$ cat src/rtl/irda_mir_tx_datapath.sv
// Purpose : bit-level datapath of the IrDA MIR transmitter: STA/STO flag shifter, HDLC zero-bit stuffer, CRC-CCITT16 FCS.
// Latency : outputs are combinational from registered state; state advances one step per enabled clock edge.
// Backpres: stuffer drops shift_req_o for one bit time while it inserts a stuffed zero; the caller holds stuffer_i.
//
// Ports:
//   clk, wb_rst_i                    clock, synchronous active-high reset (highest priority)
//   mir_txbit_enable                 MIR bit-time strobe for the flag generator and the stuffer
//   st_restart, st_shift, st_out     flag register reload / rotate, current flag bit
//   bs_restart, stuffer_i            stuffer run-counter clear, bit to be stuffed
//   stuffer_o, shift_req_o           stuffed bit, 1 = stuffer_i consumed this bit time
//   clrcrc, txdin, crcndata          CRC preset, data bit, 0 = accumulate / 1 = shift FCS out
//   crc_txbit_enable, bdcrc          CRC strobe, invert FCS output bits
//   txdout, crc_o                    FCS bit or txdin pass-through, current CRC register

module irda_mir_tx_datapath #(
    parameter logic [7:0]  FLAG     = 8'h7E,
    parameter logic [15:0] CRC_INIT = 16'hFFFF,
    parameter logic [15:0] CRC_POLY = 16'h8408
) (
    input  logic        clk,
    input  logic        wb_rst_i,
    input  logic        mir_txbit_enable,
    input  logic        st_restart,
    input  logic        st_shift,
    output logic        st_out,
    input  logic        bs_restart,
    input  logic        stuffer_i,
    output logic        stuffer_o,
    output logic        shift_req_o,
    input  logic        clrcrc,
    input  logic        txdin,
    input  logic        crcndata,
    input  logic        crc_txbit_enable,
    input  logic        bdcrc,
    output logic        txdout,
    output logic [15:0] crc_o
);

    // ------------------------------------------------------------------
    // Flag generator: rotate right so the flag is emitted LSB-first and
    // repeats every 8 shifts without needing a reload.
    // ------------------------------------------------------------------
    logic [7:0] flag_r;

    always_ff @(posedge clk) begin
        if (wb_rst_i) begin
            flag_r <= FLAG;
        end else if (mir_txbit_enable) begin
            if (st_restart) begin
                flag_r <= FLAG;
            end else if (st_shift) begin
                flag_r <= {flag_r[0], flag_r[7:1]};
            end
        end
    end

    assign st_out = flag_r[0];

    // ------------------------------------------------------------------
    // Zero-bit stuffer: cnt counts consecutive ones already sent. When it
    // reaches five, the current bit time carries a stuffed zero and the
    // input bit is left unconsumed for the next bit time.
    // ------------------------------------------------------------------
    localparam logic [2:0] RUN_MAX = 3'd5;

    logic [2:0] cnt;
    logic       stuff_slot;

    assign stuff_slot = (cnt == RUN_MAX);

    always_ff @(posedge clk) begin
        if (wb_rst_i) begin
            cnt <= 3'd0;
        end else if (mir_txbit_enable) begin
            if (bs_restart) begin
                cnt <= 3'd0;
            end else if (stuff_slot) begin
                // the stuffed zero itself breaks the run of ones
                cnt <= 3'd0;
            end else if (stuffer_i) begin
                cnt <= cnt + 3'd1;
            end else begin
                cnt <= 3'd0;
            end
        end
    end

    assign stuffer_o   = stuff_slot ? 1'b0 : stuffer_i;
    assign shift_req_o = ~stuff_slot;

    // ------------------------------------------------------------------
    // CRC-CCITT16, reflected form, LSB-first. While shifting the FCS out,
    // ones are shifted in from the top so the register ends at all ones.
    // ------------------------------------------------------------------
    logic [15:0] crc;
    logic        crc_fb;
    logic [15:0] crc_next_data;

    assign crc_fb        = crc[0] ^ txdin;
    assign crc_next_data = (crc >> 1) ^ (crc_fb ? CRC_POLY : 16'h0000);

    always_ff @(posedge clk) begin
        if (wb_rst_i) begin
            crc <= CRC_INIT;
        end else if (clrcrc) begin
            // preset wins over the strobe so a frame start never absorbs a bit
            crc <= CRC_INIT;
        end else if (crc_txbit_enable) begin
            if (!crcndata) begin
                crc <= crc_next_data;
            end else begin
                crc <= {1'b1, crc[15:1]};
            end
        end
    end

    // FCS is sent complemented; bdcrc flips it again for debug corruption
    assign txdout = crcndata ? (~crc[0] ^ bdcrc) : txdin;
    assign crc_o  = crc;

endmodule

$ cat config.mk
export PLATFORM = sky130hd
export DESIGN_NAME = irda_mir_tx_datapath
export DESIGN_NICKNAME = d
export VERILOG_FILES = /design/src/rtl/irda_mir_tx_datapath.sv
export SDC_FILE = /design/constraint.sdc
export NUM_CORES = 1
export LEC_CHECK = 0
export ABC_CLOCK_PERIOD_IN_PS = 1400
export BUFFER_PORTS_ARGS = -buffer_cell sky130_fd_sc_hd__clkbuf_2
export CORE_MARGIN = 3
export CORE_UTILIZATION = 34
export CTS_BUF_LIST = sky130_fd_sc_hd__clkbuf_4 sky130_fd_sc_hd__clkbuf_8 sky130_fd_sc_hd__clkbuf_16
export DETAILED_ROUTE_END_ITERATION = 16
export PLACE_DENSITY = 0.54
export SETUP_SLACK_MARGIN = 0.02
export SYNTH_ARGS = -nofsm -noshare
export SYNTH_HDL_FRONTEND = slang
export SYNTH_SLANG_ARGS = --single-unit
$ cat constraint.sdc
create_clock -name clk -period 1.4 [get_ports clk]
set_clock_uncertainty 0.05 [all_clocks]
set_input_delay 0.14 -clock clk [delete_from_list [all_inputs] [get_ports clk]]
set_output_delay 0.14 -clock clk [all_outputs]
set_load 0.02 [all_outputs]
======== Word level (Yosys, flattened, before mapping) ========
Index checks and enable logic that the tools add are counted.
storage, ports and cells
  output and inout port bits .............. 20
  register bits after elaboration ......... 27
cells by class
  multiplexer cells ....................... 9
  equal/unequal tests ..................... 1
  bitwise logic cells ..................... 5
  reduce and logical (&&, ||, !) cells .... 3
  add/sub/neg operators ................... 1
operator list
  kind                 number
  $mux 16              2
  $mux 8               2
  $xor 15x16->16       1
  $mux 3               3
  $add 3x1->3 const B  1
  $eq 3x3->1 const B   1
  $mux 1               2
  $not 1->1            2
  $reduce_and 2->1     1
  $reduce_bool 2->1    1
  $reduce_or 2->1      1
  $xor 1x1->1          2

======== Depth between registers and ports, before layout ========
Gate-level depths: netlist of run 1.
  word-level depth ........................ 4
  mapped depth ............................ 5
  gate-level depth less buffers ........... 5

======== Worst setup path before layout of run 1 ========
Ideal clock, no wire load.
  path type ............................... register to register
  start ................................... reg cnt[1]
  end ..................................... reg cnt[2]
  stages on the path, launching flop included .. 6
  period minus slack after synthesis ...... 1.665 ns
  arrival time ............................ 1.544 ns
  setup slack ............................. -0.265 ns
  cells stage by stage .................... dfxtp_1 > inv_1 > ha_1 > a21boi_0 > o211ai_1 > a21oi_1
on the way
  cells in the longest elaborated chain, start to end .. 4
  elaborated cells on any way between the ends .. 5
ends and longest elaborated chain
  element                 line  source
  from (decl)             66    logic [2:0] cnt;
  from (signal assigned)  81    cnt <= cnt + 3'd1;
  $add 3x1->3             81
  $mux 3                  80    end else if (stuffer_i) begin
  $mux 3 (*)              77    end else if (stuff_slot) begin
  $mux 3 (*)              75    if (bs_restart) begin
Every way passes the cells marked *; elsewhere a longest branch is shown, timed or not.
A chain may end at the register's enable or synchronous reset.

======== Final worst setup path of run 1 ========
  start ................................... reg crc[0] (netlist: crc_o[0])
  end ..................................... out txdout
on the way
  cells in the longest elaborated chain, start to end .. 3
ends and longest elaborated chain
  element                 line  source
  from (decl)             95    logic [15:0] crc;
  from (signal assigned)  110   crc <= crc_next_data;
  from (signal assigned)  112   crc <= {1'b1, crc[15:1]};
  $not 1->1               118   assign txdout = crcndata ? (~crc[0] ^ bdcrc) : txdin;
  $xor 1x1->1             118
  $mux 1                  118
  to (decl)               35    output logic txdout,
No other way between the ends.

==> results of run 1 <==
-- cell usage in the layout (no fill, tap or decap), types with 3 or more instances in the layout --
cell / netlist / layout
dfxtp_2: 0 / 3
a21oi_1: 3 / 3
clkbuf_4: 0 / 3
clkbuf_2: 0 / 29
mux2i_1: 11 / 11
dfxtp_1: 27 / 24
nand2b_1: 10 / 10
nor2_1: 4 / 4
buf_4: 0 / 7
inv_1: 6 / 5
o211ai_1: 3 / 3
o22ai_1: 6 / 6
nand2_1: 16 / 16
-- cells by family after synthesis --
kind of cell,count (synthesis)
mux,12
flops,27
simple gates,39
compound gates,22
xor+xnor,2
buf+inv,11
fa+ha+maj,2
-- synth_stat cells, drive strengths merged, types with 2 or more instances --
| cell | n | share of area |
|---|---|---|
| a21oi | 3 | 0.014 |
| and3b | 2 | 0.016 |
| o2111ai | 2 | 0.016 |
| xnor2 | 2 | 0.016 |
| buf | 2 | 0.0090 |
| a22oi | 2 | 0.014 |
| dfxtp | 27 | 0.49 |
| o311a | 2 | 0.018 |
| mux2i | 11 | 0.099 |
| o22ai | 6 | 0.034 |
| clkbuf | 3 | 0.010 |
| inv | 6 | 0.020 |
| nor2 | 4 | 0.014 |
| nand2 | 16 | 0.054 |
| o211ai | 3 | 0.020 |
| ha | 2 | 0.023 |
| or4 | 2 | 0.014 |
| nand2b | 10 | 0.056 |
-- timing repair --
item,4_1_cts,5_1_grt
gates resized for setup,7,6
pin swaps,2,1
buffers inserted,3,0
setup endpoints to repair,3,2
-- registers in the layout, summed over array words and instances, names as in the netlist --
signal,count
crc_o,16
flag_r,8
cnt,3
-- power breakdown --
group,internal [mW],switching (mW)
clock network,0.107,0.227
registers,0.777,0.00716
logic,0.0659,0.0750
-- worst max-delay path: stages, from the launching register on --
cell     delay [ps]
dfxtp_2         360
xnor2_1         120
mux2_4          260
buf_6           130
-- through the flow --
| step | std cells | power (mW) | TNS (ps) | utilization |
|---|---|---|---|---|
| floorplan | 115 | 0.879 | 0 | - |
| global placement | 189 | 0.926 | 0 | 0.433 |
| detailed placement | 189 | 0.927 | 0 | 0.433 |
| CTS | 196 | 1.27 | -8.33 | 0.457 |
| global route | 196 | 1.33 | -70.6 | 0.463 |
| finish | 196 | 1.26 | 0 | 0.463 |
-- worst max-delay path by stage --
stage / from / end / cells after the start
6_report: crc_o[0] / txdout / 3
5_1_grt: crc_o[0] / txdout / 3
4_1_cts: crc_o[0] / txdout / 3
3_5_place_dp: clrcrc / crc_o[10] / 4
3_3_place_gp: clrcrc / crc_o[3] / 4
2_1_floorplan: crc_o[0] / crc_o[10] / 3
-- cell type report --
type | instances | share of cell area
inverters | 6 | 0.0158
repair buffers | 38 | 0.157
multi-input cells | 77 | 0.387
well taps | 44 | 0.0387
flip-flops and latches | 27 | 0.382
clock inverters | 1 | 0.00351
clock buffers | 3 | 0.0158
-- layer usage --
metal / GRT usage / up-vias
met5: 0 / -
met4: 0.0496 / 0
met3: 0.0321 / 2
met2: 0.220 / 31
met1: 0.151 / 436
li1: - / 479
==> results by stage, run 1 <==
Outcome:
- The flow ran to the end, and the final reports show no timing, DRC or antenna violations.

Route:
- After detailed routing, the number of vias per cell comes to 4.84.
- The met2 layer wire length in the routed design is between 1000 and 1500 um.
- The average routed wire per standard cell is around 12 um.
- The number of search-and-repair iterations in the first detailed-routing pass is 4.
- The iteration-0 DRC count of the detailed router is 40.
- The final route contains roughly 950 vias.
- The highest metal layer used by the detailed router is met4.
- The total DRC errors in the routed layout is 0.
- Once detail routing completed, the nets flagged for antenna violations numbered 0.
- Summed over all nets, wire length on met3 after detailed routing comes to 139 um.
- The final wirelength is between 2000 and 2500 um.
- The routed metal-1 wire length is 980 um.

Timing:
- Setup repair after global routing could not meet its margin everywhere.
- Setup violations remaining at the end of the flow were counted as 0.
- Counting I/O delays and the setup requirement, the final critical path takes 1380 ps.
- The final number of max-transition violations is 0.
- The count of endpoints failing hold in the final timing report is 0.
- Of the available clock period, the critical path in the final layout requires 0.986.
- The max-slew headroom at the worst pin is 0.765.
- The measured slew at the worst slew-check pin is 349 ps.
- On the final layout, the worst hold slack is around 70 ps.
- Setup slack closes at just under 20 ps.
- The highest clock rate is 724 MHz.

Synth:
- Of the total synthesized cell area, the portion taken by full adders, half adders and majority gates is 0.0226.
- The simple-gate share of the synthesized area is 0.185.
- The netlist area before placement is around 0.0011 sq mm.
- After synthesis, the share of cell area in mux cells is 0.110.
- The flip-flop and latch count after synthesis is 27.
- The xor-xnor portion of the synthesized cell area is 0.0158.
- When the netlist entered floorplanning its net count stood at between 100 and 150.
- In the synthesized netlist, the number of instances is between 100 and 150.
- For this run, the register share of the synthesized area comes to 0.488.
- The mean cell area of the mapped netlist is 9.63 sq um.
- The synthesized-area fraction occupied by ao, oa, aoi and oai cells is 0.139.
- In this run, synthesis inferred 0 flip-flops with an integrated enable.
- The predominant post-synthesis flop cell is dfxtp_1.
- After synthesis, the netlist uses 28 different library cells.
- The share of flip-flops with an asynchronous set or reset after synthesis is 0.
- The synthesis warning total is 0.
- The main combinational cell family by area after synthesis is simple AND/OR/NAND/NOR gates.

Clock tree:
- The number of clock buffers added by TritonCTS is 3.
- The clock slew at the register clock pins of the worst setup and hold paths is 140 ps.
- For this design, the sink count on the clock tree is 27.
- The clock tree from TritonCTS is built.
- For this design, the CTS-stage hold fixing added 0 buffers.
- The cell at the root of the clock tree is clkbuf_4.
- The clock passes through at most 2 buffers.
- The CTS H-tree depth is 1.
- The clock insertion delay at the later pin of the skew report is about 320 ps.

Finish:
- The count of nets after finishing is 167.
- The sequential cells in the finished layout cover a total of about 540 sq um.
- The filler cell count in the final layout is 304.
- The final standard cell area without fillers is 0.00142 sq mm.
- The multi-input combinational cell area is between 500 and 600 sq um.
- The antenna diode instance count is 0.
- The area growth from synthesis to layout is 28.6%.
- In the final layout, the share of cells above drive strength 1 is 0.322.

Floorplan:
- The die is 63.1 um tall.
- The floorplan die area is 0.00398 sq mm.
- The total area inside the core boundary comes to 0.00308 sq mm.
- After floorplanning, the core was divided into 20 placement rows.
- Pin placement for this block handled 32 I/O pins.
- The floorplan step set the die width to 63.1 um.
- The initial utilization of the core area, before any placement, comes to 0.360.

Critical path:
- The maximum net fanout on the critical path is 3.
- The worst register-to-register path begins at crc_o[0].
- The worst reg2reg path depth is 3.
- The worst register-to-register path ends at crc_o[10].
- The type of the worst setup path is register to primary output.
- The worst setup path is launched from a register.
- At the worst endpoint, the arrival time is about 1200 ps.
- STA classifies the critical path endpoint as a primary output.
- STA puts the critical path data required time at approximately 1200 ps.
- For flop-to-flop paths, the worst setup slack is 100 ps.

Worst hold path:
- The worst hold endpoint is cnt[0].
- The worst hold path stage count is 4.
- In this run the worst hold path is classified as input pin to register.
- In this run the most critical hold path is launched from bs_restart.

GRT:
- The initial antenna violation count is 0.
- The number of global-route vias before repair is 971.
- For this run, the total global-route usage over all layers was measured as 0.128.
- The remaining global-route overflow is 0.
- The first global-routing pass estimated between 4000 and 5000 um of wire.
- The largest net degree at the start of global routing is 16.

Job:
- The max-capacitance violation count is 0.

Placed design:
- The wire-length estimate of the detail-placed layout is 1690 um.
- The cell area after placement is 0.00133 sq mm.
- The worst slack at placement is 74.6 ps.
- During placement, the flow inserted port buffers numbering 31.
- The routability congestion estimate is a little over 0.7.

Pwr:
- The worst ir drop on vdd is 388 uV.
- For this design the ratio of total power to cell area is ~880 mW/mm^2.
- The analysis attributes to cell leakage a power of 0.633 nW.
(Power assumes the default switching activity.)
==> run 2: changes to the inputs <==
--- a/config.mk
+++ b/config.mk
@@ -11,7 +11,6 @@
 export CORE_UTILIZATION = 34
 export CTS_BUF_LIST = sky130_fd_sc_hd__clkbuf_4 sky130_fd_sc_hd__clkbuf_8 sky130_fd_sc_hd__clkbuf_16
 export DETAILED_ROUTE_END_ITERATION = 16
-export PLACE_DENSITY = 0.54
 export SETUP_SLACK_MARGIN = 0.02
 export SYNTH_ARGS = -nofsm -noshare
 export SYNTH_HDL_FRONTEND = slang
==> run 2 against run 1 <==
  * Cell area rose by 1.3%
  * Utilization is 0.61 points higher
  * Cell count rose by 1.0%
  * Critical path depth unchanged
  * Register-to-register slack is essentially flat
  * Highest routed layer unchanged
  * Sequential share of layout area shrank 0.50 points
  * Sequential power hardly changed
==> results by stage, run 2 (synthesis gave the netlist of run 1 again) <==
Placed design:
- The number of placed instances, taps included came to 189 (unchanged).
- The worst slack at placement is 52.2 ps (-22.5 ps).
- The routability congestion estimate is 0.732 (+2.1%).
- The half-perimeter wire length after detailed placement came to 1790 um (+6.3%).
- The count of input and output buffers was 31 (unchanged).

Route:
- The total via count after detailed routing is 960 (+1.3%).
- The average routed wire per standard cell came to 12.1 um (+3.3%).
- The total DRC errors in the routed layout is 0 (unchanged).
- The per-cell via count in the routed design came to 4.85 (+0.24%).
- The number of search-and-repair iterations in the first detailed-routing pass is 2 (-2).
- The iteration-0 DRC count of the detailed router is 70 (+75%).
- The number of nets with antenna violations after routing is 0 (unchanged).
- The final wirelength is 2400 um (+4.4%).

GRT:
- The largest net degree at the start of global routing is 16 (unchanged).
- The overall track demand over capacity in global routing is 0.133 (+0.00564).
- The remaining global-route overflow was 0 (unchanged).
- The number of global-route vias before repair is 993 (+2.3%).
- The initial antenna violation count came to 0 (unchanged).
- The global-route wire length before repair was 4280 um (+2.8%).

Timing:
- The setup TNS is 0 ps (unchanged).
- The final worst-path setup slack came to 11.6 ps (-7.71 ps).
- The highest clock rate came to 720 MHz (-0.56%).
- The max-slew headroom at the worst pin is 0.756 (-0.00962).
- The measured slew at the worst slew-check pin came to 364 ps (+14.3 ps).
- The count of endpoints failing hold in the final timing report is 0 (unchanged).
- The number of setup violations in the final report is 0 (unchanged).
- Setup repair after global routing could not meet its margin everywhere.
- The final critical-path required period is 1390 ps (+7.71 ps).
- The period utilization is 0.992 (+0.00551).
- The final number of max-transition violations is 0 (unchanged).

Pwr:
- The total power divided by cell area was 873 mW/mm^2 (-1.3%).
- The worst ir drop on vdd is 397 uV (+2.3%).
- The post-route total power is 1.26 mW (about the same).
- The static leakage is 0.643 nW (+1.6%).

Outcome:
- The flow ran to the end, and the final reports show no timing, DRC or antenna violations.

Floorplan:
- The horizontal die dimension is 63.1 um (unchanged).
- The initial core utilization is 0.360 (unchanged).
- The core region area came to 0.00308 sq mm (unchanged).
- The floorplan die area was 0.00398 sq mm (unchanged).
- The number of core rows is 20 (unchanged).
- The die extent in y is 63.1 um (unchanged).
- The number of primary I/O pins is 32 (unchanged).

Clock tree:
- The clock insertion delay at the later pin of the skew report was 320 ps (about the same).
- The worst-case clock buffer depth is 2 (unchanged).
- The clock slew at the register clock pins of the worst setup and hold paths is 140 ps (about the same).
- The cell at the root of the clock tree is clkbuf_4.
- The clock tree from TritonCTS is built.
- The CTS H-tree depth is 1 (unchanged).
- The TritonCTS buffer count is 3 (unchanged).
- The number of clock sinks came to 27 (unchanged).

Finish:
- The count of nets after finishing is 169 (+1.2%).
- The antenna diode instance count is 0 (unchanged).
- The library cell used most frequently in the layout, excluding fill and tap cells, is clkbuf_2.
- The flip-flop count of the largest register after layout was 16 (unchanged).
- In the layout the commonest cells are clkbuf_2, dfxtp_1, nand2_1, mux2i_1, nand2b_1.
- The count of placed standard cells in the final layout, fillers left out is 198 (+1.0%).
- The filler cell count in the final layout was 315 (+3.6%).
- The fraction of layout instances using a drive strength above 1 is 0.331 (+0.00880).
- From synthesis to final layout, the design area changed by 30.3%.

Critical path:
- The arrival time reported for the critical path endpoint is 1200 ps (about the same).
- The maximum net fanout on the critical path was 3 (unchanged).
- The type of the worst setup path is register to primary output.
- The element type at the critical path end is a primary output.
- The required time at the endpoint of the critical path is 1210 ps (about the same).
- STA classifies the critical path startpoint as a register.

Job:
- The max-capacitance violation count is 0 (unchanged).

Worst hold path:
- The worst hold path belongs to the class input pin to register.
run 2: cell types whose count changed in the layout (fill, tap and decap cells not counted):
cell      delta
buf_6        -1
buf_4        +2
clkbuf_2     -1
buf_2        +1
buf_8        +1
run 2: critical path: stages (launching register included):
cell and delay [ps]:
dfxtp_2 360, xnor2_1 120, mux2_4 270, buf_8 130
run 2: repair_timing:
| action | in CTS | in global routing |
|---|---|---|
| gates resized for setup | 10 | 4 |
| hold buffers | 0 | 0 |
| buffers inserted | 5 | 0 |
| pin swaps | 2 | 1 |
| endpoints found under the setup margin | 2 | 4 |
run 2: worst paths after layout:
check | start | to | slack [ps] | cells past startpoint
max | crc_o[0] | txdout | 10 | 3
min | bs_restart | cnt[0] | 60 | 4
max reg2reg | cnt[0] | cnt[2] | 100 | 5
min reg2reg | flag_r[4] | flag_r[3] | 440 | 2
run 2: power by group:
| part | leakage [nW] | switching (mW) | total [mW] | internal [mW] |
|---|---|---|---|---|
| combinational | 0.406 | 0.0782 | 0.149 | 0.0706 |
| sequential | 0.220 | 0.00685 | 0.784 | 0.777 |
| clock | 0.0177 | 0.220 | 0.327 | 0.107 |
run 2: area by class of cell:
class / instances / area, sq um / area share
Clock inverter: 1 / 5.00 / 0.00347
Sequential cell: 27 / 544 / 0.377
Inverter: 6 / 22.5 / 0.0156
Clock buffer: 3 / 22.5 / 0.0156
Timing Repair Buffer: 40 / 243 / 0.168
Multi-Input combinational cell: 77 / 551 / 0.382
Tap cell: 44 / 55.1 / 0.0382
run 2: routing by layer:
metal,vias to the layer above,GRT usage,share of wire
met5,-,0,0
met4,0,0.0413,0.012
met3,5,0.0392,0.065
met2,29,0.220,0.45
met1,444,0.167,0.47
li1,482,-,-
run 2: stage by stage:
stage / hold slack (ps) / util / area (sq um)
final: 64.4 / 0.469 / 1440
after global placement: 403 / 0.433 / 1330
after CTS: 53.7 / 0.465 / 1430
after detailed placement: 414 / 0.433 / 1330
after floorplan: 191 / - / 1110
after global routing: 49.8 / 0.469 / 1440
==> run 3: changes to the inputs <==
--- a/config.mk
+++ b/config.mk
@@ -5,12 +5,15 @@
 export SDC_FILE = /design/constraint.sdc
 export NUM_CORES = 1
 export LEC_CHECK = 0
-export ABC_CLOCK_PERIOD_IN_PS = 1400
+export ABC_CLOCK_PERIOD_IN_PS = 1300
 export BUFFER_PORTS_ARGS = -buffer_cell sky130_fd_sc_hd__clkbuf_2
+export CELL_PAD_IN_SITES_DETAIL_PLACEMENT = 1
+export CELL_PAD_IN_SITES_GLOBAL_PLACEMENT = 1
 export CORE_MARGIN = 3
 export CORE_UTILIZATION = 34
 export CTS_BUF_LIST = sky130_fd_sc_hd__clkbuf_4 sky130_fd_sc_hd__clkbuf_8 sky130_fd_sc_hd__clkbuf_16
 export DETAILED_ROUTE_END_ITERATION = 16
+export PLACE_DENSITY = 0.82
 export SETUP_SLACK_MARGIN = 0.02
 export SYNTH_ARGS = -nofsm -noshare
 export SYNTH_HDL_FRONTEND = slang
==> constraint.sdc (replaced) <==
create_clock -name clk -period 1.3 [get_ports clk]
set_clock_uncertainty 0.05 [all_clocks]
set_input_delay 0.13 -clock clk [delete_from_list [all_inputs] [get_ports clk]]
set_output_delay 0.13 -clock clk [all_outputs]
set_load 0.02 [all_outputs]
==> run 3 against run 2 <==
  * The flow now finishes with violations (setup timing)
  * Wire length grew 13%
  * Combinational power rose by 15%
  * Utilization rose by 2.6 points
  * Highest routed layer unchanged
  * Die area unchanged
  * Sequential share of layout area is 1.8 points lower
  * Clock power rose by 13%
  * Worst hold slack worse by 24 ps
==> results by stage, run 3 (synthesis gave the netlist of run 1 again) <==
Outcome:
- The run finished, with violations left.
- The final reports fail on setup timing.

GRT:
- The largest net degree at the start of global routing is 17 (+1).
- The global-route wire length before repair is 4680 um (+9.2%).
- The remaining global-route overflow is 0 (unchanged).
- The overall track demand over capacity in global routing was 0.147 (+0.0136).
- The number of global-route vias before repair came to 1053 (+6.0%).
- The initial antenna violation count is 0 (unchanged).

Placed design:
- The half-perimeter wire length after detailed placement came to 2040 um (+14%).
- The count of input and output buffers came to 31 (unchanged).
- The number of placed instances, taps included is 192 (+1.6%).
- The routability congestion estimate is 0.764 (+4.4%).
- The cell area after placement is 0.00135 sq mm (+1.7%).
- The worst slack at placement came to -56.6 ps (-109 ps).

Timing:
- Setup repair after global routing could not meet its margin everywhere.
- The final critical-path required period is ~1500 ps.
- The max-slew headroom at the worst pin is 0.798 (+0.0420).
- The count of endpoints failing hold in the final timing report is 0 (unchanged).
- In the finished design, the share of the clock period the worst path needs comes to 1.14.
- The post-route worst hold slack is 40.5 ps (-23.9 ps).
- The number of setup violations in the final report came to 3 (+3).
- Static timing analysis puts the maximum clock frequency at 678 MHz.
- The measured slew at the worst slew-check pin is 302 ps (-61.5 ps).
- The final worst-path setup slack is -176 ps (-187 ps).
- The setup TNS is -263 ps (-263 ps).
- The final number of max-transition violations came to 0 (unchanged).

Finish:
- The combined flip-flop and latch cell area is 547 sq um (+0.46%).
- The area overhead of the layout relative to synthesis is 37.6%.
- The top cell types in the final layout, fill and taps aside, are clkbuf_2, dfxtp_1, nand2_1, mux2i_1.
- The final standard cell area without fillers is 0.00152 sq mm (+5.6%).
- The count of nets after finishing is 172 (+1.8%).
- The fraction of layout instances using a drive strength above 1 is 0.376 (+0.0446).
- The count of placed standard cells in the final layout, fillers left out came to 201 (+1.5%).
- The multi-input combinational cell area is 588 sq um (+6.8%).
- The filler cell count in the final layout is 354 (+12%).
- The antenna diode instance count is 0 (unchanged).
- The utilization of the core after routing is 0.495 (+0.0264).
- The flip-flop count of the largest register after layout came to 16 (unchanged).
- The most common library cell in the layout ignoring fill and taps is clkbuf_2.

Critical path:
- STA classifies the critical path endpoint as a primary output.
- The slowest cell on the critical path is dfxtp_2.
- The count of buffer and inverter cells on the critical path came to 2 (+1).
- STA classifies the critical path startpoint as a register.
- The worst setup path is of the register to primary output kind.
- The delay contributed by the slowest stage of the critical path came to 350 ps (about the same).
- The arrival time reported for the critical path endpoint came to 1300 ps (+100 ps).
- The signal on the critical path passes through buf_6, xnor2_2, mux2_4, buf_8.
- The cell family contributing the most delay on the critical path is flip-flops.
- The maximum net fanout on the critical path was 2 (-1).
- The required time at the endpoint of the critical path came to 1120 ps (-90 ps).

Route:
- The final wirelength is 2730 um (+13%).
- The average routed wire per standard cell is 13.6 um (+12%).
- The number of nets with antenna violations after routing came to 0 (unchanged).
- The number of search-and-repair iterations in the first detailed-routing pass is 4 (+2).
- The per-cell via count in the routed design is 4.89 (+0.87%).
- The iteration-0 DRC count of the detailed router is 42 (-40%).
- The total DRC errors in the routed layout is 0 (unchanged).
- The total via count after detailed routing is 983 (+2.4%).

Floorplan:
- The horizontal die dimension is 63.1 um (unchanged).
- The number of primary I/O pins is 32 (unchanged).
- The core region area is 0.00308 sq mm (unchanged).
- The number of core rows is 20 (unchanged).
- The initial core utilization was 0.360 (unchanged).
- The floorplan die area is 0.00398 sq mm (unchanged).
- The die extent in y is 63.1 um (unchanged).

Pwr:
- The static leakage came to 0.671 nW (+4.3%).
- The total power divided by cell area was 908 mW/mm^2 (+4.0%).
- The post-route total power is 1.38 mW (+9.9%).
- The worst ir drop on vdd is 501 uV (+26%).

Worst hold path:
- The worst hold-check path type is input pin to register.

Clock tree:
- The CTS H-tree depth is 1 (unchanged).
- The clock insertion delay at the later pin of the skew report was 330 ps (about the same).
- TritonCTS built the clock tree.
- The number of clock sinks is 27 (unchanged).
- The clock slew at the register clock pins of the worst setup and hold paths came to 150 ps (about the same).
- Clock tree synthesis selected as its root buffer the cell clkbuf_4.
- The TritonCTS buffer count is 3 (unchanged).
- The worst-case clock buffer depth is 2 (unchanged).

Job:
- The max-capacitance violation count is 0 (unchanged).
## run 3: worst register-to-register path, cell delays in order, from the launching register on
cell and delay [ps]:
dfxtp_2 350, buf_4 150, xnor2_4 130, or4_4 420, o311a_1 120
## run 3: repair_timing
item	in CTS	in global routing
gates resized for setup	17	7
hold buffers	0	0
setup endpoints to repair	4	8
buffers inserted	5	1
pin swaps	5	5
## run 3: metal layers
layer	global-route usage	wire length [um]	up-vias	part of all wire
li1	-	-	486	-
met4	0.0661	49	0	0.018
met1	0.167	1090	466	0.40
met3	0.0446	184	4	0.067
met2	0.252	1410	27	0.52
met5	0	0	-	0
## run 3: final timing paths
| path | from | endpoint | slack, ps | cells after the start |
|---|---|---|---|---|
| setup / recovery | crc_o[0] | txdout | -180 | 4 |
| hold / removal | bs_restart | cnt[0] | 40 | 4 |
| setup reg to reg | crc_o[0] | crc_o[10] | 0 | 4 |
| hold reg to reg | flag_r[4] | flag_r[3] | 450 | 2 |
## run 3: layout make-up
| class | instances | area share |
|---|---|---|
| clock buffers | 3 | 0.0148 |
| clock inverters | 1 | 0.00493 |
| inverters | 6 | 0.0148 |
| multi-input cells | 77 | 0.386 |
| flip-flops and latches | 27 | 0.359 |
| well taps | 44 | 0.0361 |
| repair buffers | 43 | 0.185 |
## run 3: power breakdown
group,switching [mW],internal (mW),total (mW)
sequential,0.00751,0.836,0.843
combinational,0.0909,0.0804,0.171
clock,0.252,0.118,0.370
